`src/rtl/sm_mult_sched_if.sv`:
```
// rtl/sm_mult_sched_if.sv - requester/consumer handshake bundle for sm_mult_sched
interface sm_mult_sched_if #(
    parameter int WIDTH = 4
);
    localparam int PW = 2*WIDTH-1;

    logic             req0_valid;
    logic             req0_ready;
    logic [WIDTH-1:0] req0_a;
    logic [WIDTH-1:0] req0_b;
    logic             req1_valid;
    logic             req1_ready;
    logic [WIDTH-1:0] req1_a;
    logic [WIDTH-1:0] req1_b;
    logic             res_valid;
    logic             res_ready;
    logic [PW-1:0]    res_p;
    logic             res_id;
    logic             busy;

    modport master (
        output req0_valid, req0_a, req0_b,
        output req1_valid, req1_a, req1_b,
        output res_ready,
        input  req0_ready, req1_ready,
        input  res_valid, res_p, res_id, busy
    );

    modport slave (
        input  req0_valid, req0_a, req0_b,
        input  req1_valid, req1_a, req1_b,
        input  res_ready,
        output req0_ready, req1_ready,
        output res_valid, res_p, res_id, busy
    );
endinterface

```
`src/rtl/sm_mult_sched.sv`:
```
// rtl/sm_mult_sched.sv - round-robin scheduler sharing one sign-magnitude shift-add multiplier
// Optional macro SM_SCHED_ZERO_SKIP_EN: zero-magnitude operands bypass MUL and finish next cycle.
module sm_mult_sched #(
    parameter int WIDTH = 4
) (
    input  logic           clk,
    input  logic           rst,
    sm_mult_sched_if.slave bus
);
    localparam int MW = WIDTH-1;
    localparam int AW = 2*MW;
    localparam int CW = (MW > 1) ? $clog2(MW) : 1;

    typedef enum logic [1:0] {IDLE, MUL, DONE} state_t;

    state_t         state_q, state_d;
    logic           rr_q, rr_d;
    logic           id_q, id_d;
    logic           sign_q, sign_d;
    logic [AW-1:0]  a_sh_q, a_sh_d;
    logic [MW-1:0]  b_sh_q, b_sh_d;
    logic [AW-1:0]  acc_q, acc_d;
    logic [CW-1:0]  cnt_q, cnt_d;

    logic             any_valid;
    logic             grant;
    logic [WIDTH-1:0] sel_a;
    logic [WIDTH-1:0] sel_b;
    logic             done;

    // rr_q names the preferred requester; it only matters when both are valid.
    assign any_valid = bus.req0_valid | bus.req1_valid;
    assign grant     = (bus.req0_valid && bus.req1_valid) ? rr_q : bus.req1_valid;
    assign sel_a     = grant ? bus.req1_a : bus.req0_a;
    assign sel_b     = grant ? bus.req1_b : bus.req0_b;
    assign done      = (state_q == DONE);

    assign bus.req0_ready = (state_q == IDLE) && bus.req0_valid && !grant;
    assign bus.req1_ready = (state_q == IDLE) && bus.req1_valid && grant;
    assign bus.res_valid  = done;
    assign bus.res_p      = done ? {sign_q && (acc_q != '0), acc_q} : '0;
    assign bus.res_id     = done & id_q;
    assign bus.busy       = (state_q != IDLE);

    always_comb begin
        state_d = state_q;
        rr_d    = rr_q;
        id_d    = id_q;
        sign_d  = sign_q;
        a_sh_d  = a_sh_q;
        b_sh_d  = b_sh_q;
        acc_d   = acc_q;
        cnt_d   = cnt_q;
        case (state_q)
            IDLE: begin
                if (any_valid) begin
                    a_sh_d  = {{(AW-MW){1'b0}}, sel_a[MW-1:0]};
                    b_sh_d  = sel_b[MW-1:0];
                    sign_d  = sel_a[WIDTH-1] ^ sel_b[WIDTH-1];
                    id_d    = grant;
                    acc_d   = '0;
                    cnt_d   = '0;
                    rr_d    = ~grant;
                    state_d = MUL;
`ifdef SM_SCHED_ZERO_SKIP_EN
                    if ((sel_a[MW-1:0] == '0) || (sel_b[MW-1:0] == '0)) begin
                        state_d = DONE;
                    end
`endif
                end
            end
            MUL: begin
                // Multiplicand shifts left while multiplier shifts right: bit cnt lines up with a<<cnt.
                if (b_sh_q[0]) begin
                    acc_d = acc_q + a_sh_q;
                end
                a_sh_d = a_sh_q << 1;
                b_sh_d = b_sh_q >> 1;
                cnt_d  = cnt_q + 1'b1;
                if (cnt_q == CW'(MW-1)) begin
                    state_d = DONE;
                end
            end
            DONE: begin
                if (bus.res_ready) begin
                    state_d = IDLE;
                end
            end
            default: state_d = IDLE;
        endcase
    end

    always_ff @(posedge clk) begin
        if (rst) begin
            state_q <= IDLE;
            rr_q    <= 1'b0;
            id_q    <= 1'b0;
            sign_q  <= 1'b0;
            a_sh_q  <= '0;
            b_sh_q  <= '0;
            acc_q   <= '0;
            cnt_q   <= '0;
        end else begin
            state_q <= state_d;
            rr_q    <= rr_d;
            id_q    <= id_d;
            sign_q  <= sign_d;
            a_sh_q  <= a_sh_d;
            b_sh_q  <= b_sh_d;
            acc_q   <= acc_d;
            cnt_q   <= cnt_d;
        end
    end
endmodule

```
`src/flat_wrapper.sv`:
```
// flat-port wrapper written by rule: the top's interface ports become plain ports
module sm_mult_sched_flat 
#(
    parameter int WIDTH = 4
)
  (clk, rst, bus_req0_valid, bus_req0_a, bus_req0_b, bus_req1_valid, bus_req1_a, bus_req1_b, bus_res_ready, bus_req0_ready, bus_req1_ready, bus_res_valid, bus_res_p, bus_res_id, bus_busy);
  sm_mult_sched_if #(.WIDTH(WIDTH)) bus_i ();
  input  logic clk;
  input  logic rst;
  input wire logic [$bits(bus_i.req0_valid)-1:0] bus_req0_valid;
  input wire logic [$bits(bus_i.req0_a)-1:0] bus_req0_a;
  input wire logic [$bits(bus_i.req0_b)-1:0] bus_req0_b;
  input wire logic [$bits(bus_i.req1_valid)-1:0] bus_req1_valid;
  input wire logic [$bits(bus_i.req1_a)-1:0] bus_req1_a;
  input wire logic [$bits(bus_i.req1_b)-1:0] bus_req1_b;
  input wire logic [$bits(bus_i.res_ready)-1:0] bus_res_ready;
  output wire logic [$bits(bus_i.req0_ready)-1:0] bus_req0_ready;
  output wire logic [$bits(bus_i.req1_ready)-1:0] bus_req1_ready;
  output wire logic [$bits(bus_i.res_valid)-1:0] bus_res_valid;
  output wire logic [$bits(bus_i.res_p)-1:0] bus_res_p;
  output wire logic [$bits(bus_i.res_id)-1:0] bus_res_id;
  output wire logic [$bits(bus_i.busy)-1:0] bus_busy;
  assign bus_i.req0_valid = bus_req0_valid;
  assign bus_i.req0_a = bus_req0_a;
  assign bus_i.req0_b = bus_req0_b;
  assign bus_i.req1_valid = bus_req1_valid;
  assign bus_i.req1_a = bus_req1_a;
  assign bus_i.req1_b = bus_req1_b;
  assign bus_i.res_ready = bus_res_ready;
  assign bus_req0_ready = bus_i.req0_ready;
  assign bus_req1_ready = bus_i.req1_ready;
  assign bus_res_valid = bus_i.res_valid;
  assign bus_res_p = bus_i.res_p;
  assign bus_res_id = bus_i.res_id;
  assign bus_busy = bus_i.busy;
  sm_mult_sched #(.WIDTH(WIDTH)) u_core (.clk(clk), .rst(rst), .bus(bus_i));
endmodule
```
`config.mk`:
```
export PLATFORM = sky130hd
export DESIGN_NAME = sm_mult_sched_flat
export DESIGN_NICKNAME = d
export VERILOG_FILES = /design/src/rtl/sm_mult_sched_if.sv /design/src/rtl/sm_mult_sched.sv /design/src/flat_wrapper.sv
export SDC_FILE = /design/constraint.sdc
export NUM_CORES = 1
export LEC_CHECK = 0
export BUFFER_PORTS_ARGS = -buffer_cell sky130_fd_sc_hd__buf_4
export CAP_MARGIN = 30
export CORE_UTILIZATION = 47
export DETAILED_ROUTE_END_ITERATION = 8
export GPL_ROUTABILITY_DRIVEN = 1
export PLACE_DENSITY = 0.75
export SETUP_SLACK_MARGIN = 0.02
export SLEW_MARGIN = 5
export SYNTH_ARGS = -nofsm -noshare
export SYNTH_HDL_FRONTEND = slang
export SYNTH_SLANG_ARGS = --single-unit
```
`constraint.sdc`:
```
create_clock -name clk -period 1.8 [get_ports clk]
set_clock_uncertainty 0.2 [all_clocks]
set_input_delay 0.36 -clock clk [delete_from_list [all_inputs] [get_ports clk]]
set_output_delay 0.36 -clock clk [all_outputs]
set_load 0.03 [all_outputs]
```
==> summary.txt <==
Finish
  – Final nets: 244
  – Area growth, synth to finish: 54.27%
  – N_diodes: 0
  – Share of layout cells above drive strength 1: 0.4791
  – Fillers: 173
  – Commonest non-fill, non-tap cell in the layout: buf_4
  – Commonest non-fill, non-tap cells in the layout: 44 x buf_4, 17 x a21oi_1, 17 x buf_6
  – Util after Layout: 0.7911

Place
  – # port buffers: 32
  – Routability Congestion: 0.9158
  – DP Wirelength: 2361 um

CTS
  – CTS tree: done
  – Clock Sinks: 22
  – Worst skew pair latency: 320 ps
  – Clock transition at path regs: 120 ps
  – # hold bufs at CTS: 0
  – CTS max path bufs: 2
  – H-tree lvl count: 1
  – Root buffer cell: clkbuf_4
  – CTS Buf Count: 3

Timing
  – Final Hold Viols: 0
  – Max Clk Rate: 0.4475 GHz
  – Worst-margin pin slew: 413.9 ps
  – Period utilization: 1.241
  – Relative slew slack: 0.7224
  – Setup total negative slack: -1325 ps
  – Post-route setup slack: -434.6 ps
  – Min Tclk post-route: 2235 ps
  – Setup-failing EPs final: 12
  – RSZ-0062 raised after global routing: yes
  – Max-slew violations: 0

Global routing
  – Initial antenna violation count: 0
  – Pin count of the biggest net entering global routing: 25
  – Met2 GRT Util: 0.5602
  – GRT overflow: 0
  – GRT Total Usage: 0.3102
  – Met3 Use GR: 0.03611
  – Vias in the first global route: 1396
  – Grt met1 use: 0.3245
  – Global-route wire length before repair: 6320 um
  – Global route hottest layer: met2

Drt
  – Antenna Nets Post-Route: 0
  – Vias: 1404
  – Total Routed Length: 4064 um
  – Residual DRC count: 0
  – WL/cell: 16.59 um
  – Initial DRC Count: 26
  – DRT Pass-1 Iters: 4
  – Vias per inst: 5.731

Yosys
  – Register area share after synthesis: 0.3375
  – Mapped Nets: 186
  – Synth area leader: dfxtp_1
  – Synth top area share: 0.3375
  – EDFF count, synth: 0
  – Mapped cell area: 1305 um2
  – Synth Register Bits: 22
  – Post-synth ARST share: 0
  – Synth Instances: 158
  – Avg Cell Area, Syn: 8.260 um2
  – Largest cells by area after synthesis: dfxtp_1 34%, a21oi_1 7.3%, ha_1 5.8%, nor2_1 4.0%, nand3_1 3.8%
  – Synth Warn #: 0
  – Synth unique cells: 41
  – Top FF cell, synth: dfxtp_1

Floorplanning
  – Chip width: 54.70 um
  – Initial Utilization: 0.5128
  – Die extent in y: 54.70 um
  – I/O Pins: 33
  – # rows: 18
  – Die ar.: 2992 um2
  – Core Area: 2545 um2

Pwr
  – Logic pwr share: 0.269
  – PwrDens: 552.3 nW/um2
  – Leakage power: 0.8838 nW
  – Sw frac: 0.2940
  – Switching power: 0.3269 mW
  – Share of power burned in registers: 0.481
  – Internal power: 0.7851 mW
  – Clock network power share: 0.250
  – Worst vdd ir: 0.5051 mV

Run
  – Max-cap violations: 0

Critical path
  – Crit Path Category: reg -> out
  – Critical Path Sink Type: output port
  – WP data arrival: 1670 ps
  – Worst Path Required: 1240 ps
  – Crit start category: flip-flop
  – Crit path max fanout: 2

Worst hold path
  – HP Class: in -> reg

Run status
  – Outcome: finished, violations left
  – Failing checks: negative setup slack
-- layer usage --
metal / up-vias / part of all wire
met5: - / 0
met4: 0 / 0.062
met3: 24 / 0.048
met2: 58 / 0.52
met1: 638 / 0.37
li1: 684 / -
-- stage by stage --
step | hold slack [ps] | instances | total power, mW | setup WS (ps) | cell area [um2]
detailed placement | 271.3 | 227 | 0.7838 | -100.9 | 1688
floorplan | 244.2 | 158 | 0.6828 | 10.67 | 1339
finish | 155.3 | 245 | 1.112 | -434.6 | 2013
global placement | 260.5 | 227 | 0.7771 | -78.99 | 1688
CTS | 162.9 | 242 | 1.084 | -394.6 | 1951
global route | 173.0 | 245 | 1.161 | -438.6 | 2013
-- worst max-delay path, stage by stage (launching register included) --
cell and delay (ps):
dfxtp_2 350, or4_4 540, o311a_4 320, buf_6 140
-- path summary, 6_finish.rpt --
check / from / endpoint / slack, ps / cells after the start
max: u_core.acc_q[1] / bus_res_p[6] / -430 / 3
min: bus_res_ready / u_core.state_q[1] / 160 / 4
max reg2reg: u_core.acc_q[1] / u_core.acc_q[4] / -180 / 7
min reg2reg: u_core.b_sh_q[2] / u_core.b_sh_q[2] / 290 / 2
-- synth_stat cells (2+ instances only) --
library cell	instances
a21oi_1	19
nand2b_1	2
and2_1	7
a21o_1	2
o21ai_1	7
nand3_1	10
inv_1	3
a21boi_1	6
ha_1	6
buf_2	3
nor3b_1	3
a22oi_1	5
nor2_1	14
xor2_1	3
clkbuf_1	4
nand2_1	9
dfxtp_1	22
o31ai_2	2
and3b_1	2
nor2b_1	2
and3_1	7
-- layout make-up --
| type | count | area (um2) | share of cell area |
|---|---|---|---|
| repair buffers | 61 | 521.8 | 0.2592 |
| multi-input cells | 125 | 949.7 | 0.4717 |
| clock buffers | 4 | 36.28 | 0.01802 |
| well taps | 30 | 37.54 | 0.01865 |
| inverters | 3 | 15.01 | 0.007458 |
| flip-flops and latches | 22 | 452.9 | 0.2250 |
-- registers in the layout, indices dropped and copies added, names as in the netlist --
name / count
u_core.a_sh_q: 6
u_core.acc_q: 6
u_core.b_sh_q: 3
u_core.cnt_q: 2
u_core.state_q: 2
u_core.id_q: 1
u_core.rr_q: 1
u_core.sign_q: 1
-- cells by family after synthesis --
family / synth area share
AND/OR/NAND/NOR: 0.2483
AO/OA/AOI/OAI: 0.2569
flip-flops: 0.3375
buffers and inverters: 0.04602
adder cells (fa/ha/maj): 0.07287
XOR/XNOR: 0.02685
multiplexers: 0.01150
-- what timing repair did --
action	4_1_cts	5_1_grt
resized for setup	39	12
gates cloned	1	0
endpoints found under the setup margin	13	16
buffers inserted	10	3
pin swaps	14	8
endpoints found under the hold margin	0	0
-- power by group through the flow --
stage               logic [mW]  registers (mW)  clock network, mW
floorplan                0.143           0.540                  0
global placement         0.237           0.540                  0
detailed placement       0.242           0.541                  0
CTS                      0.274           0.533              0.277
global route             0.328           0.536              0.297
finish                   0.299           0.534              0.278
Note: power is estimated with default switching activity, not from simulation.
